<file path="src/rtl/rom_upload_reader_if.sv">
// rom_upload_reader_if
//   Toggle-handshake read port between the upload reader (master) and the
//   sdram controller (slave).
//   mem_req  master->slave  toggles once per read request
//   mem_a    master->slave  word address, held while the request is open
//   mem_ack  slave->master  toggles back; transaction done when equal to mem_req
//   mem_q    slave->master  read word, valid when mem_ack becomes equal to mem_req
interface rom_upload_reader_if #(
  parameter int AW = 23
);
  logic          mem_req;
  logic          mem_ack;
  logic [AW-1:0] mem_a;
  logic [15:0]   mem_q;

  modport master (output mem_req, output mem_a, input mem_ack, input mem_q);
  modport slave  (input mem_req, input mem_a, output mem_ack, output mem_q);
endinterface

</file>
<file path="src/rtl/rom_upload_reader.sv">
// rom_upload_reader
//   Serves byte reads from the data_io upload side by fetching 16-bit words
//   over the sdram toggle-handshake port. A one-word cache lets both bytes of
//   a word share a single sdram access, so the host can dump ROM/NVRAM back.
//
// Ports
//   clk_sys       system clock (sdram controller domain)
//   reset_n       asynchronous active-low reset
//   ioctl_upload  upload session active
//   ioctl_rd      one-cycle strobe requesting the byte at ioctl_addr
//   ioctl_addr    byte address (AW+1 bits), sampled with ioctl_rd
//   ioctl_din     requested byte, valid once busy is low after a strobe
//   busy          high while a requested byte is not yet available
//   mem           sdram read port (master side of rom_upload_reader_if)
//
// Parameters
//   AW    sdram word address width
//   BASE  word offset added to the host word address (wraps mod 2^AW)
//
// Build option
//   ROM_UPLOAD_PREFETCH_EN  when defined, fetch word tag+1 after a byte with
//                           addr[0]=1 is served, so sequential dumps hit.
//
// state    | meaning
// ---------+---------------------------------------------------------------
// S_IDLE   | no transaction open; serves strobes and the pending slot
// S_FETCH  | demand read open; busy high until it completes
// S_DRAIN  | session ended with a read open; wait for ack, discard data
// S_PREFETCH | speculative read of tag+1 open; busy low unless a strobe waits
module rom_upload_reader #(
  parameter int            AW   = 23,
  parameter logic [AW-1:0] BASE = '0
) (
  input  logic                 clk_sys,
  input  logic                 reset_n,
  input  logic                 ioctl_upload,
  input  logic                 ioctl_rd,
  input  logic [AW:0]          ioctl_addr,
  output logic [7:0]           ioctl_din,
  output logic                 busy,
  rom_upload_reader_if.master  mem
);

  typedef enum logic [1:0] {S_IDLE, S_FETCH, S_DRAIN, S_PREFETCH} state_t;

  state_t        state;
  logic          upload_q;
  logic          mem_req_r;
  logic [AW-1:0] mem_a_r;
  logic [AW-1:0] cache_tag;
  logic [15:0]   cache_data;
  logic          cache_vld;
  logic          pend_vld;
  logic [AW:0]   pend_addr;
  logic [AW:0]   cur_addr;
`ifdef ROM_UPLOAD_PREFETCH_EN
  localparam logic [AW-1:0] ONE = {{(AW-1){1'b0}}, 1'b1};
  logic [AW-1:0] pf_word;
  logic          pf_due;
  logic [AW-1:0] pf_next;
`endif

  logic          mem_idle;
  logic          up_fall;
  logic          up_rise;
  logic          rd_ok;
  logic          req_vld;
  logic [AW:0]   req_addr;
  logic [AW-1:0] req_word;
  logic          req_hit;
  logic [7:0]    hit_byte;
  logic [7:0]    fetch_byte;

  assign mem.mem_req = mem_req_r;
  assign mem.mem_a   = mem_a_r;

  assign mem_idle   = (mem.mem_ack == mem_req_r);
  assign up_fall    = upload_q & ~ioctl_upload;
  assign up_rise    = ~upload_q & ioctl_upload;
  assign rd_ok      = ioctl_rd & ioctl_upload;
  // A fresh strobe supersedes whatever sits in the pending slot.
  assign req_vld    = rd_ok | pend_vld;
  assign req_addr   = rd_ok ? ioctl_addr : pend_addr;
  assign req_word   = req_addr[AW:1];
  // The cache is being invalidated on a session start, so it cannot hit then.
  assign req_hit    = cache_vld & ~up_rise & (req_word == cache_tag);
  assign hit_byte   = req_addr[0] ? cache_data[15:8] : cache_data[7:0];
  assign fetch_byte = cur_addr[0] ? mem.mem_q[15:8] : mem.mem_q[7:0];
`ifdef ROM_UPLOAD_PREFETCH_EN
  assign pf_next    = cache_tag + ONE;
`endif

  always_ff @(posedge clk_sys or negedge reset_n) begin
    if (!reset_n) begin
      state      <= S_IDLE;
      upload_q   <= 1'b0;
      ioctl_din  <= '0;
      busy       <= 1'b0;
      mem_req_r  <= 1'b0;
      mem_a_r    <= '0;
      cache_tag  <= '0;
      cache_data <= '0;
      cache_vld  <= 1'b0;
      pend_vld   <= 1'b0;
      pend_addr  <= '0;
      cur_addr   <= '0;
`ifdef ROM_UPLOAD_PREFETCH_EN
      pf_word    <= '0;
      pf_due     <= 1'b0;
`endif
    end else begin
      upload_q <= ioctl_upload;
      if (up_fall) begin
        cache_vld <= 1'b0;
        pend_vld  <= 1'b0;
`ifdef ROM_UPLOAD_PREFETCH_EN
        pf_due    <= 1'b0;
`endif
        // Never abandon an open handshake: the next request must wait for ack.
        if (!mem_idle) begin
          state <= S_DRAIN;
          busy  <= 1'b1;
        end else begin
          state <= S_IDLE;
          busy  <= 1'b0;
        end
      end else begin
        if (up_rise) cache_vld <= 1'b0;
        case (state)
          S_IDLE: begin
            if (req_vld) begin
              pend_vld <= 1'b0;
`ifdef ROM_UPLOAD_PREFETCH_EN
              pf_due   <= 1'b0;
`endif
              if (req_hit) begin
                ioctl_din <= hit_byte;
                busy      <= 1'b0;
`ifdef ROM_UPLOAD_PREFETCH_EN
                if (req_addr[0] & ioctl_upload) begin
                  pf_word   <= pf_next;
                  mem_a_r   <= pf_next + BASE;
                  mem_req_r <= ~mem_req_r;
                  state     <= S_PREFETCH;
                end
`endif
              end else begin
                cur_addr  <= req_addr;
                mem_a_r   <= req_word + BASE;
                mem_req_r <= ~mem_req_r;
                busy      <= 1'b1;
                state     <= S_FETCH;
              end
            end
`ifdef ROM_UPLOAD_PREFETCH_EN
            else if (pf_due & ioctl_upload) begin
              pf_due    <= 1'b0;
              pf_word   <= pf_next;
              mem_a_r   <= pf_next + BASE;
              mem_req_r <= ~mem_req_r;
              state     <= S_PREFETCH;
            end
`endif
          end

          S_FETCH: begin
            if (rd_ok) begin
              pend_vld  <= 1'b1;
              pend_addr <= ioctl_addr;
            end
            if (mem_idle) begin
              cache_tag  <= cur_addr[AW:1];
              cache_data <= mem.mem_q;
              cache_vld  <= 1'b1;
              ioctl_din  <= fetch_byte;
              // A queued request keeps busy high until IDLE services it.
              busy       <= rd_ok | pend_vld;
              state      <= S_IDLE;
`ifdef ROM_UPLOAD_PREFETCH_EN
              pf_due     <= cur_addr[0] & ~(rd_ok | pend_vld);
`endif
            end
          end

`ifdef ROM_UPLOAD_PREFETCH_EN
          S_PREFETCH: begin
            if (mem_idle) begin
              cache_tag  <= pf_word;
              cache_data <= mem.mem_q;
              cache_vld  <= 1'b1;
              state      <= S_IDLE;
              if (req_vld) begin
                if (req_word == pf_word) begin
                  // Serve straight from the arriving word.
                  ioctl_din <= req_addr[0] ? mem.mem_q[15:8] : mem.mem_q[7:0];
                  busy      <= 1'b0;
                  pend_vld  <= 1'b0;
                  pf_due    <= req_addr[0];
                end else begin
                  pend_vld  <= 1'b1;
                  pend_addr <= req_addr;
                  busy      <= 1'b1;
                end
              end
            end else if (rd_ok) begin
              pend_vld  <= 1'b1;
              pend_addr <= ioctl_addr;
              busy      <= 1'b1;
            end
          end
`endif

          S_DRAIN: begin
            if (rd_ok) begin
              pend_vld  <= 1'b1;
              pend_addr <= ioctl_addr;
            end
            if (mem_idle) begin
              busy  <= rd_ok | pend_vld;
              state <= S_IDLE;
            end
          end

          default: state <= S_IDLE;
        endcase
      end
    end
  end

endmodule

</file>
<file path="src/flat_wrapper.sv">
// flat-port wrapper written by rule: the top's interface ports become plain ports
module rom_upload_reader_flat 
#(
  parameter int            AW   = 23,
  parameter logic [AW-1:0] BASE = '0
)
  (clk_sys, reset_n, ioctl_upload, ioctl_rd, ioctl_addr, ioctl_din, busy, mem_mem_req, mem_mem_a, mem_mem_ack, mem_mem_q);
  rom_upload_reader_if #(.AW(AW)) mem_i ();
  input  logic clk_sys;
  input  logic reset_n;
  input  logic ioctl_upload;
  input  logic ioctl_rd;
  input  logic [AW:0] ioctl_addr;
  output logic [7:0] ioctl_din;
  output logic busy;
  output wire logic [$bits(mem_i.mem_req)-1:0] mem_mem_req;
  output wire logic [$bits(mem_i.mem_a)-1:0] mem_mem_a;
  input wire logic [$bits(mem_i.mem_ack)-1:0] mem_mem_ack;
  input wire logic [$bits(mem_i.mem_q)-1:0] mem_mem_q;
  assign mem_mem_req = mem_i.mem_req;
  assign mem_mem_a = mem_i.mem_a;
  assign mem_i.mem_ack = mem_mem_ack;
  assign mem_i.mem_q = mem_mem_q;
  rom_upload_reader #(.AW(AW), .BASE(BASE)) u_core (.clk_sys(clk_sys), .reset_n(reset_n), .ioctl_upload(ioctl_upload), .ioctl_rd(ioctl_rd), .ioctl_addr(ioctl_addr), .ioctl_din(ioctl_din), .busy(busy), .mem(mem_i));
endmodule
</file>
<file path="config.mk">
export PLATFORM = sky130hd
export DESIGN_NAME = rom_upload_reader_flat
export DESIGN_NICKNAME = d
export VERILOG_FILES = /design/src/rtl/rom_upload_reader_if.sv /design/src/rtl/rom_upload_reader.sv /design/src/flat_wrapper.sv
export SDC_FILE = /design/constraint.sdc
export NUM_CORES = 1
export LEC_CHECK = 0
export ABC_AREA = 0
export BUFFER_PORTS_ARGS = -buffer_cell sky130_fd_sc_hd__buf_2
export CORE_ASPECT_RATIO = 0.5
export CORE_MARGIN = 5
export CORE_UTILIZATION = 30
export DETAILED_ROUTE_END_ITERATION = 6
export GPL_TIMING_DRIVEN = 0
export HOLD_SLACK_MARGIN = 0.02
export RECOVER_POWER = 50
export SKIP_CTS_REPAIR_TIMING = 1
export SLEW_MARGIN = 20
export SYNTH_ARGS = -nofsm -noshare
export SYNTH_HDL_FRONTEND = slang
export SYNTH_SLANG_ARGS = --single-unit
</file>
<file path="constraint.sdc">
create_clock -name clk_sys -period 5.73 [get_ports clk_sys]
set_input_delay 0.573 -clock clk_sys [delete_from_list [all_inputs] [get_ports clk_sys]]
set_output_delay 0.573 -clock clk_sys [all_outputs]
set_load 0.05 [all_outputs]
</file>
* Yosys cells after proc, flatten, opt, wreduce, memory -nomap -nowiden
Index checks and enable logic that the tools add are counted.
** Storage, ports and cells
- Bits in registers :: 125
- Input port bits :: 45
- Output and inout bits :: 33
- Logic and storage cells :: 73
** Operators by class
- Equality and inequality tests :: 11
- Mux-type cells :: 27
- Bitwise logic cells :: 12
- Reductions and logical operators :: 11
** Operators with widths (count)
- 2-to-1 mux 8 bit :: 5
- 2-to-1 mux 24 bit :: 1
- == test 23 bit :: 1
- one-hot mux 8 bit (2 select lines) :: 1
- 2-to-1 mux 1 bit :: 12
- AND reduction 3 bit :: 4
- 2-to-1 mux 2 bit :: 5
- != test 3 x 1 -> 1 bit (second input constant) :: 3
- != test 2 x 1 -> 1 bit (second input constant) :: 3
- NOT 1 bit :: 6
- bitwise AND 1 bit :: 5
- AND reduction 5 bit :: 1
- one-hot mux 1 bit (2 select lines) :: 2
- one-hot mux 2 bit (2 select lines) :: 1
- AND reduction 4 bit :: 1
- != test 3 x 2 -> 1 bit (second input constant) :: 1
- nonzero test 3 bit :: 1
- == test 2 x 1 -> 1 bit (second input constant) :: 1
- == test 2 bit (second input constant) :: 1
- zero test 2 bit :: 1
- AND reduction 2 bit :: 1
- nonzero test 2 bit :: 1
- OR reduction 2 bit :: 1
- == test 1 bit :: 1
- bitwise OR 1 bit :: 1

* Longest topological paths before layout
- Word-level depth :: 9
- Mapped depth :: 10
- Gate-level depth less buffers :: 8

* Worst setup path before layout
No wires, ideal clock.
- Path type :: input-to-reg
- From :: input port ioctl_rd
- To :: register u_core.cur_addr[10]
- Library setup time :: 0.125 ns
- Arrival time :: 2.410 ns
- Data required time :: 5.605 ns
- Slack :: 3.195 ns
- Cell stages on the path :: 9
- Buffers on the path :: 2
- Path through :: and2_1 buf_6 mux2_4 a211oi_1 nand4_1 nor4_4 nor3_4 buf_6 mux2_4
** Between the ends
- Longest elaborated chain between the ends :: 6
** Ends and longest elaborated chain
- start: declaration :: RTL line flat_wrapper.sv:12 : input logic ioctl_rd;
- bitwise AND 1 bit (*) :: RTL line rom_upload_reader.sv:80 : assign rd_ok = ioctl_rd & ioctl_upload;
- 2-to-1 mux 24 bit :: RTL line rom_upload_reader.sv:83 : assign req_addr = rd_ok ? ioctl_addr : pend_addr;
- == test 23 bit :: RTL line rom_upload_reader.sv:86 : assign req_hit = cache_vld & ~up_rise & (req_word == cache_tag);
- bitwise AND 1 bit :: RTL line rom_upload_reader.sv:86
- NOT 1 bit (no source line)
- AND reduction 4 bit (no source line)
- end signal: assignment :: RTL line rom_upload_reader.sv:148 : cur_addr <= req_addr;
- end: declaration :: RTL line rom_upload_reader.sv:55 : logic [AW:0] cur_addr;
Every way passes the cells marked *; elsewhere a longest branch is shown, timed or not.
A chain may end at the register's enable or synchronous reset.

* Worst setup path after layout
- From :: input port ioctl_upload
- To :: register u_core.ioctl_din[6]
** Between the ends
- Longest elaborated chain between the ends :: 6
** Ends and longest elaborated chain
- start: declaration :: RTL line flat_wrapper.sv:11 : input logic ioctl_upload;
- bitwise AND 1 bit (on tied branches) :: RTL line rom_upload_reader.sv:80, rom_upload_reader.sv:79
- 2-to-1 mux 24 bit / NOT 1 bit (equally long branches) :: RTL line rom_upload_reader.sv:83, rom_upload_reader.sv:86
- == test 23 bit (tied with other cells) :: RTL line rom_upload_reader.sv:86
- bitwise AND 1 bit / 2-to-1 mux 8 bit (equally long branches) :: RTL line rom_upload_reader.sv:86, rom_upload_reader.sv:136
- != test 2 x 1 -> 1 bit (no source line) / 2-to-1 mux 8 bit (equally long branches)
- AND reduction 5 bit (no source line) / one-hot mux 8 bit (2 select lines) (equally long branches)
- end signal: assignment :: RTL line rom_upload_reader.sv:137 : ioctl_din <= hit_byte;
- end signal: assignment :: RTL line rom_upload_reader.sv:175 : ioctl_din <= fetch_byte;
- end: declaration :: RTL line rom_upload_reader.sv:39 : output logic [7:0] ioctl_din,
Parallel ways exist; a longest one is shown, timed or not. The select of a mux whose other input is x is not followed.

==> summary.txt <==
Clock tree
  • Clock H-tree levels: 3
  • Worst-Skew Late Latency: 350 ps
  • Clock buffer count from CTS: 9
  • Root Buffer: clkbuf_16
  • Number of clock sinks: 102
  • CTS tree: built
  • Clk buf depth: 2
  • Clock transition at the registers of the reported paths: 70 ps

Route
  • Routed vias: 3906
  • Via/cell ratio: 4.75
  • DRC Markers: 0
  • Detailed Route WL: 13.7 mm
  • DR pass1 iterations: 5
  • Final ANT Viol Nets: 0
  • Initial detailed-routing violation count: 192
  • DR WL/cell: 16.6 um

Synthesis
  • Distinct cell type count after synthesis: 49
  • Mapped Cells: 494
  • Area leader, netlist: dfrtp_1
  • Top post-synthesis cells by area: dfrtp_1, mux2_2, nand2_1
  • EDFF count, synth: 0
  • Async set-reset flop share out of synthesis: 100%
  • #FFs+latches synth: 102
  • Syn Nets: 542
  • Post-synth top flop: dfrtp_1
  • Yosys warning count: 0
  • Cell area after synthesis: 5420 um^2
  • Mapped Avg Cell Area: 11.0 um^2
  • Top-area cell type share of the netlist area: 47.1%
  • Sequential area share after synthesis: 47.1%

STA
  • Fmax: 291 MHz
  • Final worst setup slack: 2290 ps
  • Clock Skew: 13.1 ps
  • Final setup fails: 0
  • Slew @ Worst Pin: 2000 ps
  • TNS Setup: 0 ps
  • Max-slew violation count: 79
  • Slew Limit Headroom: -33.4%
  • Fin. Hold Viols: 0
  • Min Tclk post-route: 3440 ps
  • Unrepaired setup endpoints after global routing: no
  • Period utilisation layout: 60.1%

Layout
  • Multi-input gate area: 2520 um^2
  • Fillers: 1765
  • Total area of sequential cells: 2550 um^2
  • Most frequent cells in the layout: dfrtp_1, nand2_1, mux2_2
  • Non-Filler Instances: 822
  • ANT cells: 0
  • Nets: 631
  • Area grow syn2layout: 18.3%
  • Commonest non-fill, non-tap cell in the layout: dfrtp_1
  • Share of cells above drive strength 1: 32.5%

Floorplanning
  • Die Ht: 105 um
  • Num ports: 78
  • DIE AREA: 21000 um^2
  • Initial core utilization: 30.9%
  • Core Rows: 34
  • Area of the core: 17600 um^2
  • DIE WIDTH: 200 um

Critical path
  • Crit path top cell by count: clkbuf_1
  • R2R cell count: 7
  • Worst EP required: 6010 ps
  • Critical-path cell list: clkbuf_1 -> nand2_1 -> buf_2 -> buf_1 -> mux2i_1 -> clkbuf_1 -> a211oi_1 -> a21oi_1 -> mux2_2
  • Worst Setup End Kind: flop
  • Crit path depth: 9
  • CP Class: input pin to flop
  • Top cell family by delay on the critical path: buffers and inverters
  • Worst r2r src: u_core.state[0]$_DFFE_PN0P_
  • Crit-path slowest cell: mux2i_1
  • CP arrival: 3720 ps
  • CP max FO: 10
  • Critical path origin: ioctl_upload
  • Crit path buf inv count: 4
  • Largest stage delay, worst path: 880 ps
  • Startpoint types: input pin

Status
  • Failing checks: capacitance limit, slew limit
  • Status: complete, but fails checks

Global routing
  • Largest net degree at the start of global routing: 79
  • Vias in the first global route: 4063
  • Antenna violations before repair: 0
  • Gr usage total: 13.1%
  • Grt ovf: 0
  • First-pass GRT wire length: 22.1 mm

Pwr
  • Pleak: 0.00293 uW
  • Pwr dens: 619 nW/um^2
  • IR Drop Worst-Case VDD: 0.230 mV

Min path
  • HP Class: input pin to flop
  • Hold wc startpoint: ioctl_upload
  • Hold path cells: 1

Placement
  • DP HPWL: 9.76 mm
  • Dpl ws: 1930 ps
  • PortBufs: 77
  • RePlAce Congestion: 0.852
  • Post-Place Cells: 806

Flow run
  • Max Cap Viol: 1
==> cells by family after synthesis <==
family                   Yosys count  synth area share [%]
AND/OR/NAND/NOR                  130                  11.7
flip-flops                       102                  47.1
multiplexers                      97                  20.8
AO/OA/AOI/OAI                     79                  9.97
buffers and inverters             62                  6.39
XOR/XNOR                          21                  3.39
adder cells (fa/ha/maj)            3                 0.692
==> layout make-up <==
cell class,instances,area share [%]
sequential,102,39.8
multi-input combinational,330,39.3
timing repair buffer,78,5.75
tap,234,4.56
buffer,44,4.35
clock buffer,10,3.57
clock inverter,6,1.60
inverter,18,1.05
==> metal layers <==
layer / part of all wire (%) / vias up / GRT usage [%]
li1: - / 1878 / -
met1: 47 / 1939 / 17.6
met2: 47 / 69 / 21.5
met3: 3.6 / 20 / 2.51
met4: 1.7 / 0 / 3.98
met5: 0 / - / 0
==> synthesized netlist by cell type (all sizes together) (2+ instances only) <==
| cell type | count |
|---|---|
| nor3 | 2 |
| nand2 | 65 |
| a21oi | 26 |
| nand3 | 3 |
| xnor2 | 11 |
| nor2b | 13 |
| a2111o | 2 |
| a2111oi | 3 |
| a211oi | 12 |
| o2111ai | 6 |
| inv | 18 |
| o21ai | 12 |
| mux2 | 79 |
| dfrtp | 102 |
| mux2i | 18 |
| xor2 | 10 |
| nand4 | 3 |
| and2 | 4 |
| o221ai | 4 |
| nand2b | 16 |
| a22oi | 2 |
| buf | 30 |
| or2 | 2 |
| nor2 | 16 |
| ha | 3 |
| clkbuf | 14 |
| o22ai | 4 |
==> through the flow <==
stage | total power [uW] | cell area, um^2 | utilization [%] | hold WS (ps)
after global routing | 4240 | 6420 | 36.5 | 465
after CTS | 4030 | 6470 | 36.8 | 85.6
after global placement | 3280 | 6100 | 34.7 | 480
after floorplan | 2850 | 5420 | - | 277
final | 3970 | 6420 | 36.5 | 468
after detailed placement | 3330 | 6130 | 34.9 | 464
==> flip-flops by register name, indices dropped and copies added (netlist names) <==
| register | count |
|---|---|
| u_core.pend_addr | 24 |
| u_core.cache_tag | 23 |
| u_core.cur_addr | 23 |
| u_core.cache_data | 16 |
| u_core.ioctl_din | 8 |
| u_core.state | 2 |
| u_core.busy | 1 |
| u_core.cache_vld | 1 |
| u_core.mem.mem_a | 1 |
| u_core.mem.mem_req | 1 |
| u_core.pend_vld | 1 |
| u_core.upload_q | 1 |
==> path summary, 6_finish.rpt <==
check,to,slack (ps)
max in group asynchronous,u_core.cur_addr[3]$_DFFE_PN0P_,2540
hold / removal,u_core.upload_q$_DFF_PN0_,470
setup / recovery,u_core.ioctl_din[6]$_DFFE_PN0P_,2290
setup reg to reg,u_core.ioctl_din[6]$_DFFE_PN0P_,3020
min in group asynchronous,u_core.ioctl_din[0]$_DFFE_PN0P_,550
hold reg to reg,u_core.cache_data[14]$_DFFE_PN0P_,500
==> power by group <==
group | internal (uW) | switching [uW]
Sequential | 1070 | 271
Combinational | 826 | 1110
Clock | 391 | 300
Note: power is estimated with default switching activity, not from simulation.
